## src/rtl/zxuno_uart_pkg.sv

```systemverilog
// Shared definitions for the ZX-Uno UART register block and its bus master:
// register addresses, status bit positions, FSM state encoding and FIFO geometry.
package zxuno_uart_pkg;

    localparam logic [7:0] UartDataAddr = 8'hC6;
    localparam logic [7:0] UartStatAddr = 8'hC7;

    localparam int unsigned StatRxPendingBit = 7;
    localparam int unsigned StatTxBusyBit    = 6;

    localparam int unsigned FifoDepth = 4;
    localparam int unsigned FifoPtrW  = 2;
    localparam int unsigned FifoCntW  = 3;

    typedef enum logic [2:0] {
        StIdle    = 3'd0,
        StStatRd  = 3'd1,
        StStatGap = 3'd2,
        StDataRd  = 3'd3,
        StDataGap = 3'd4,
        StDataWr  = 3'd5,
        StWrGap   = 3'd6
    } state_e;

    // A read with nobody driving the bus is seen as all zeros.
    function automatic logic [7:0] rd_sample(input logic [7:0] data, input logic oe_n);
        return oe_n ? 8'h00 : data;
    endfunction

endpackage

```

## src/rtl/zxuno_uart_fifo.sv

```systemverilog
// Four-entry first-word-fall-through FIFO used for both the TX and RX byte queues.
module zxuno_uart_fifo
    import zxuno_uart_pkg::*;
#(
    parameter int unsigned Width = 8
) (
    input  logic             clk_bus,
    input  logic             rst_n,
    input  logic             push,
    input  logic [Width-1:0] wdata,
    input  logic             pop,
    output logic [Width-1:0] rdata,
    output logic             valid,
    output logic             full
);

    logic [Width-1:0]    mem [FifoDepth];
    logic [FifoPtrW-1:0] wptr_q;
    logic [FifoPtrW-1:0] rptr_q;
    logic [FifoCntW-1:0] cnt_q;
    logic                do_push;
    logic                do_pop;

    assign valid   = (cnt_q != '0);
    assign full    = (cnt_q == FifoCntW'(FifoDepth));
    assign do_pop  = pop & valid;
    // A pop in the same cycle frees the slot, so a full FIFO can still accept.
    assign do_push = push & (~full | do_pop);
    assign rdata   = mem[rptr_q];

    always_ff @(posedge clk_bus) begin
        if (do_push) begin
            mem[wptr_q] <= wdata;
        end
    end

    always_ff @(posedge clk_bus or negedge rst_n) begin
        if (!rst_n) begin
            wptr_q <= '0;
            rptr_q <= '0;
            cnt_q  <= '0;
        end else begin
            if (do_push) begin
                wptr_q <= wptr_q + FifoPtrW'(1);
            end
            if (do_pop) begin
                rptr_q <= rptr_q + FifoPtrW'(1);
            end
            unique case ({do_push, do_pop})
                2'b10:   cnt_q <= cnt_q + FifoCntW'(1);
                2'b01:   cnt_q <= cnt_q - FifoCntW'(1);
                default: cnt_q <= cnt_q;
            endcase
        end
    end

endmodule

```

## src/rtl/zxuno_uart_master.sv

```systemverilog
// Polls the ZX-Uno UART status register and moves bytes between the UART data
// register and a pair of local TX/RX FIFOs using timed read/write strobes.
module zxuno_uart_master
    import zxuno_uart_pkg::*;
#(
    parameter logic [7:0]  UARTDATA = UartDataAddr,
    parameter logic [7:0]  UARTSTAT = UartStatAddr,
    parameter int unsigned HOLD     = 4
) (
    input  logic       clk_bus,
    input  logic       rst_n,
    output logic [7:0] zxuno_addr,
    output logic       zxuno_regrd,
    output logic       zxuno_regwr,
    output logic [7:0] dout,
    input  logic [7:0] din,
    input  logic       oe_n,
    input  logic [7:0] tx_data,
    input  logic       tx_valid,
    output logic       tx_ready,
    output logic [7:0] rx_data,
    output logic       rx_valid,
    input  logic       rx_ready,
    output logic       bus_err
);

    localparam int unsigned PhW = $clog2(HOLD) + 1;

    state_e         state_q;
    logic [PhW-1:0] ph_q;
    logic           ph_last;
    logic           stat_rx_q;
    logic           stat_busy_q;

    logic [7:0]     rd_byte;
    logic           rd_point;
    logic           tx_full;
    logic           tx_nonempty;
    logic [7:0]     tx_head;
    logic           tx_push;
    logic           tx_pop;
    logic           rx_full;
    logic           rx_push;
    logic           rx_pop;

    assign ph_last  = (ph_q == PhW'(HOLD - 1));
    assign rd_byte  = rd_sample(din, oe_n);
    assign rd_point = ph_last & ((state_q == StStatRd) | (state_q == StDataRd));

    assign tx_ready = ~tx_full;
    assign tx_push  = tx_valid & tx_ready;
    assign tx_pop   = ph_last & (state_q == StDataWr);
    assign rx_push  = ph_last & (state_q == StDataRd);
    assign rx_pop   = rx_valid & rx_ready;

    zxuno_uart_fifo #(
        .Width (8)
    ) u_tx_fifo (
        .clk_bus (clk_bus),
        .rst_n   (rst_n),
        .push    (tx_push),
        .wdata   (tx_data),
        .pop     (tx_pop),
        .rdata   (tx_head),
        .valid   (tx_nonempty),
        .full    (tx_full)
    );

    zxuno_uart_fifo #(
        .Width (8)
    ) u_rx_fifo (
        .clk_bus (clk_bus),
        .rst_n   (rst_n),
        .push    (rx_push),
        .wdata   (rd_byte),
        .pop     (rx_pop),
        .rdata   (rx_data),
        .valid   (rx_valid),
        .full    (rx_full)
    );

    always_ff @(posedge clk_bus or negedge rst_n) begin
        if (!rst_n) begin
            state_q     <= StIdle;
            ph_q        <= '0;
            stat_rx_q   <= 1'b0;
            stat_busy_q <= 1'b0;
            zxuno_addr  <= 8'h00;
            zxuno_regrd <= 1'b0;
            zxuno_regwr <= 1'b0;
            dout        <= 8'h00;
            bus_err     <= 1'b0;
        end else begin
            if (state_q != StIdle) begin
                ph_q <= ph_last ? '0 : ph_q + PhW'(1);
            end
            if (rd_point && oe_n) begin
                bus_err <= 1'b1;
            end
            unique case (state_q)
                StIdle: begin
                    // Reading status clears rx-pending, so only poll with room to land the byte.
                    if (!rx_full) begin
                        state_q     <= StStatRd;
                        zxuno_addr  <= UARTSTAT;
                        zxuno_regrd <= 1'b1;
                    end
                end
                StStatRd: begin
                    if (ph_last) begin
                        stat_rx_q   <= rd_byte[StatRxPendingBit];
                        stat_busy_q <= rd_byte[StatTxBusyBit];
                        zxuno_regrd <= 1'b0;
                        state_q     <= StStatGap;
                    end
                end
                StStatGap: begin
                    if (ph_last) begin
                        if (stat_rx_q) begin
                            state_q     <= StDataRd;
                            zxuno_addr  <= UARTDATA;
                            zxuno_regrd <= 1'b1;
                        end else if (!stat_busy_q && tx_nonempty) begin
                            state_q     <= StDataWr;
                            zxuno_addr  <= UARTDATA;
                            zxuno_regwr <= 1'b1;
                            dout        <= tx_head;
                        end else begin
                            state_q <= StIdle;
                        end
                    end
                end
                StDataRd: begin
                    if (ph_last) begin
                        zxuno_regrd <= 1'b0;
                        state_q     <= StDataGap;
                    end
                end
                StDataWr: begin
                    if (ph_last) begin
                        zxuno_regwr <= 1'b0;
                        state_q     <= StWrGap;
                    end
                end
                StDataGap, StWrGap: begin
                    if (ph_last) begin
                        state_q <= StIdle;
                    end
                end
                default: state_q <= StIdle;
            endcase
        end
    end

endmodule

```

## config.mk

```make
export PLATFORM = sky130hd
export DESIGN_NAME = zxuno_uart_master
export DESIGN_NICKNAME = d
export VERILOG_FILES = /design/src/rtl/zxuno_uart_pkg.sv /design/src/rtl/zxuno_uart_fifo.sv /design/src/rtl/zxuno_uart_master.sv
export SDC_FILE = /design/constraint.sdc
export NUM_CORES = 1
export LEC_CHECK = 0
export BUFFER_PORTS_ARGS = -buffer_cell sky130_fd_sc_hd__buf_2
export CAP_MARGIN = 20
export CELL_PAD_IN_SITES_DETAIL_PLACEMENT = 1
export CELL_PAD_IN_SITES_GLOBAL_PLACEMENT = 2
export CORE_ASPECT_RATIO = 1.5
export CORE_MARGIN = 2
export CORE_UTILIZATION = 43
export CTS_BUF_LIST = sky130_fd_sc_hd__clkbuf_2
export DETAILED_ROUTE_END_ITERATION = 10
export PLACE_DENSITY = 0.92
export SETUP_SLACK_MARGIN = 0.4
export SLEW_MARGIN = 20
export SYNTH_ARGS = -nofsm -noshare
export SYNTH_HDL_FRONTEND = slang
export SYNTH_SLANG_ARGS = --single-unit
```

## constraint.sdc

```tcl
create_clock -name clk_bus -period 2.39 [get_ports clk_bus]
set_input_delay 0.478 -clock clk_bus [delete_from_list [all_inputs] [get_ports clk_bus]]
set_output_delay 0.478 -clock clk_bus [all_outputs]
set_load 0.01 [all_outputs]
```

==> flow_metrics.py <==
metrics = {
    "power": {
        "peakVddDrop_mv": 0.589,
        "leakagePower_uw": 0.00198,
        "p_per_area_nw_per_um2": 1070,
    },
    "detailed_routing": {
        "first_pass_iters": 4,
        "drc": 0,
        "drt.antenna.violating_nets": 0,
        "via_count": 2443,
        "drtIter0Drc": 116,
        "wire_per_inst_um": 18.8,
        "wl_um": 8570,
        "via_per_inst": 5.36,
    },
    "sta": {
        "fmax_mhz": 440,
        "setup_viol": 0,
        "rsz0062_at_grt": "yes",
        "fin_setup_tns_ps": 0,
        "slew_viol_final": 0,
        "worstMarginPinSlew_ps": 830,
        "layout_setup_ws_ps": 115,
        "min_period_over_period_pct": 95.2,
        "fin_crit_ps": 2270,
        "skew_ps": 29.0,
        "hold_viol": 0,
        "slew_headroom_pct": 44.7,
    },
    "grt": {
        "grt_max_degree": 36,
        "grt_pass1_wl_um": 13800,
        "antenna_found_initial": 0,
        "grt_pass1_vias": 2649,
        "grt_usage_pct": 16.9,
        "overflow": 0,
    },
    "yosys": {
        "ys_seq_area_share_pct": 65.7,
        "async_flop_share_pct": 35.4,
        "synth_edf_count": 64,
        "syn-instance-count": 271,
        "synth_cell_types": 51,
        "netlist_area_um2": 4260,
        "synth_top_flop_cell": "edfxtp_1",
        "synth.largest_area_cell": "edfxtp_1",
        "yosys.area.top_type_share_pct": 45.1,
        "synthTopCellsByArea": "edfxtp_1 45%, dfrtp_1 21%, mux4_2 8.5%, ha_1 2.9%, mux2_2 2.6%",
        "avgSynthCellArea_um2": 15.7,
        "yosysWarnings": 0,
        "yosys_register_bits": 99,
    },
    "place": {
        "numPortBuffers": 46,
        "place_hpwl_um": 5970,
        "gp_congestion": 0.757,
        "dp.cells": 422,
        "pre_cts_ws_ps": 141,
    },
    "layout": {
        "final_common_cell": "edfxtp_1",
        "antenna_cells": 0,
        "layout-drive-gt1-share_pct": 40.8,
        "nets": 369,
        "most-common-layout-cells": "64 x edfxtp_1, 45 x buf_2, 28 x dfrtp_1",
        "filler_cell_count": 992,
        "area_growth_pct": 16.7,
        "layout.cells.non_filler": 456,
        "fin_util_pct": 51.3,
    },
    "floorplan": {
        "fp.dieW_um": 85.3,
        "core_um2": 9690,
        "die_area_um2": 10700,
        "die_y_um": 126,
        "initial_core_util_pct": 44.0,
        "rows": 44,
        "io-pin-count": 50,
    },
    "setup_path": {
        "worstSetupStartpoint": "u_rx_fifo.rptr_q[0]$_DFFE_PN0P_",
        "r2r_setup_slack_ps": 250,
        "crit_fanout": 9,
        "critPathCapture": "rx_data[3]",
        "worst_r2r_startpoint": "ph_q[0]$_DFFE_PN0N_",
        "crit_arrival_ps": 1800,
        "worstRegToRegCells": 9,
        "cp-end-kind": "output port",
        "start_kind": "flop",
        "worstSetupPathType": "flop to output port",
        "regToRegEndpoint": "u_tx_fifo.cnt_q[2]$_DFFE_PN0P_",
        "worstPathRequired_ps": 1910,
    },
    "cts": {
        "tritoncts": "done",
        "clock_path_buffers": 2,
        "cts_inserted_buffers": 9,
        "root_buffer": "clkbuf_2",
        "clk_latency_ps": 590,
        "cts_num_sinks": 99,
        "clk_pin_slew_ps": 310,
        "htree_levels": 3,
    },
    "outcome": {
        "outcome": "finished, final reports clean",
    },
    "hold_path": {
        "min_path_type": "primary input to flop",
        "min_from": "tx_data[0]",
    },
    "run": {
        "maxCapViolations": 0,
    },
}
[layer usage]
metal	vias to the layer above	track usage [%]	share of wire, %
met3	12	3.74	3.1
li1	1124	-	-
met2	57	30.6	57
met4	0	6.44	1.5
met5	-	0	0
met1	1250	19.1	38
[area by class of cell]
class                           instances  area, µm²  share of cell area (%)
Sequential cell                        99       2810                    56.5
Multi-Input combinational cell        147       1410                    28.4
Timing Repair Buffer                   68        417                    8.38
Tap cell                              115        144                    2.90
Clock inverter                          7        103                    2.06
Clock buffer                            9       45.0                   0.906
Inverter                               11       41.3                   0.831
[timing repair]
item,in CTS,in global routing
gates resized for setup,15,14
endpoints found under the setup margin,46,54
hold buffers,1,0
endpoints found under the hold margin,35,0
pin swaps,5,6
setup buffers,7,10
[cell families (layout without fill, tap and decap cells)]
family | count (synthesis) | count (layout) | share of synthesized area, %
fa+ha+maj | 12 | 12 | 3.88
simple gates | 63 | 63 | 8.58
buf+inv | 27 | 95 | 3.14
other cells | 1 | 3 | 0.0880
flops | 99 | 99 | 65.7
xor+xnor | 10 | 10 | 2.06
compound gates | 30 | 30 | 4.73
mux | 29 | 29 | 11.9
[sequential cells by signal (all words and copies together), names as in the netlist, 2 cells and up]
register,cells
zxuno_addr,2
u_tx_fifo.mem,32
u_rx_fifo.cnt_q,3
u_tx_fifo.cnt_q,3
state_q,3
u_tx_fifo.rptr_q,2
u_rx_fifo.rptr_q,2
u_rx_fifo.mem,32
u_rx_fifo.wptr_q,2
dout,8
ph_q,3
u_tx_fifo.wptr_q,2
[power by group]
part           leakage, µW  total [µW]  internal [µW]  switching [µW]
clock            0.0000865         916            285             631
combinational     0.000889        1850            962             888
sequential         0.00100        2570           2220             350
[worst max-delay path, cell delays in order, from the launching register on]
cell and delay (ps):
dfrtp_2 440, buf_12 140, mux4_2 500, buf_2 160
[how the worst min path moves through the flow]
stage | to | slack (ps) | cells past startpoint
floorplan | bus_err$_DFFE_PN0P_ | 180 | 0
global placement | zxuno_addr[0]$_DFFE_PN0P_ | 470 | 1
detailed placement | zxuno_addr[0]$_DFFE_PN0P_ | 470 | 1
CTS | u_tx_fifo.mem[1][0]$_DFFE_PP_ | 20 | 1
global route | u_tx_fifo.mem[1][3]$_DFFE_PP_ | 9 | 1
finish | u_tx_fifo.mem[0][0]$_DFFE_PP_ | 70 | 1
[synthesized netlist by cell type, types with 2 or more instances]
cell type,instances
edfxtp_1,64
dfrtp_1,35
mux4_2,16
inv_1,11
nor2b_1,11
ha_1,10
mux2_2,10
nor2_1,10
nand2_1,9
a21oi_1,8
buf_4,7
o21ai_0,7
xnor2_1,7
and2_1,6
buf_2,5
nor3_1,5
and3_1,4
nand2b_1,3
xor2_1,3
a21o_1,2
a31oi_1,2
buf_1,2
clkbuf_1,2
fa_1,2
mux2_1,2
nand3_1,2
or3_1,2
[through the flow]
stage,power (µW),instance area [µm²],hold WS [ps]
after floorplan,3660,4280,182
after global placement,4110,4590,466
after detailed placement,4230,4590,473
after CTS,5260,4850,19.1
after global routing,5700,4970,8.85
final,5340,4970,71.9
Note: power is estimated with default switching activity, not from simulation.
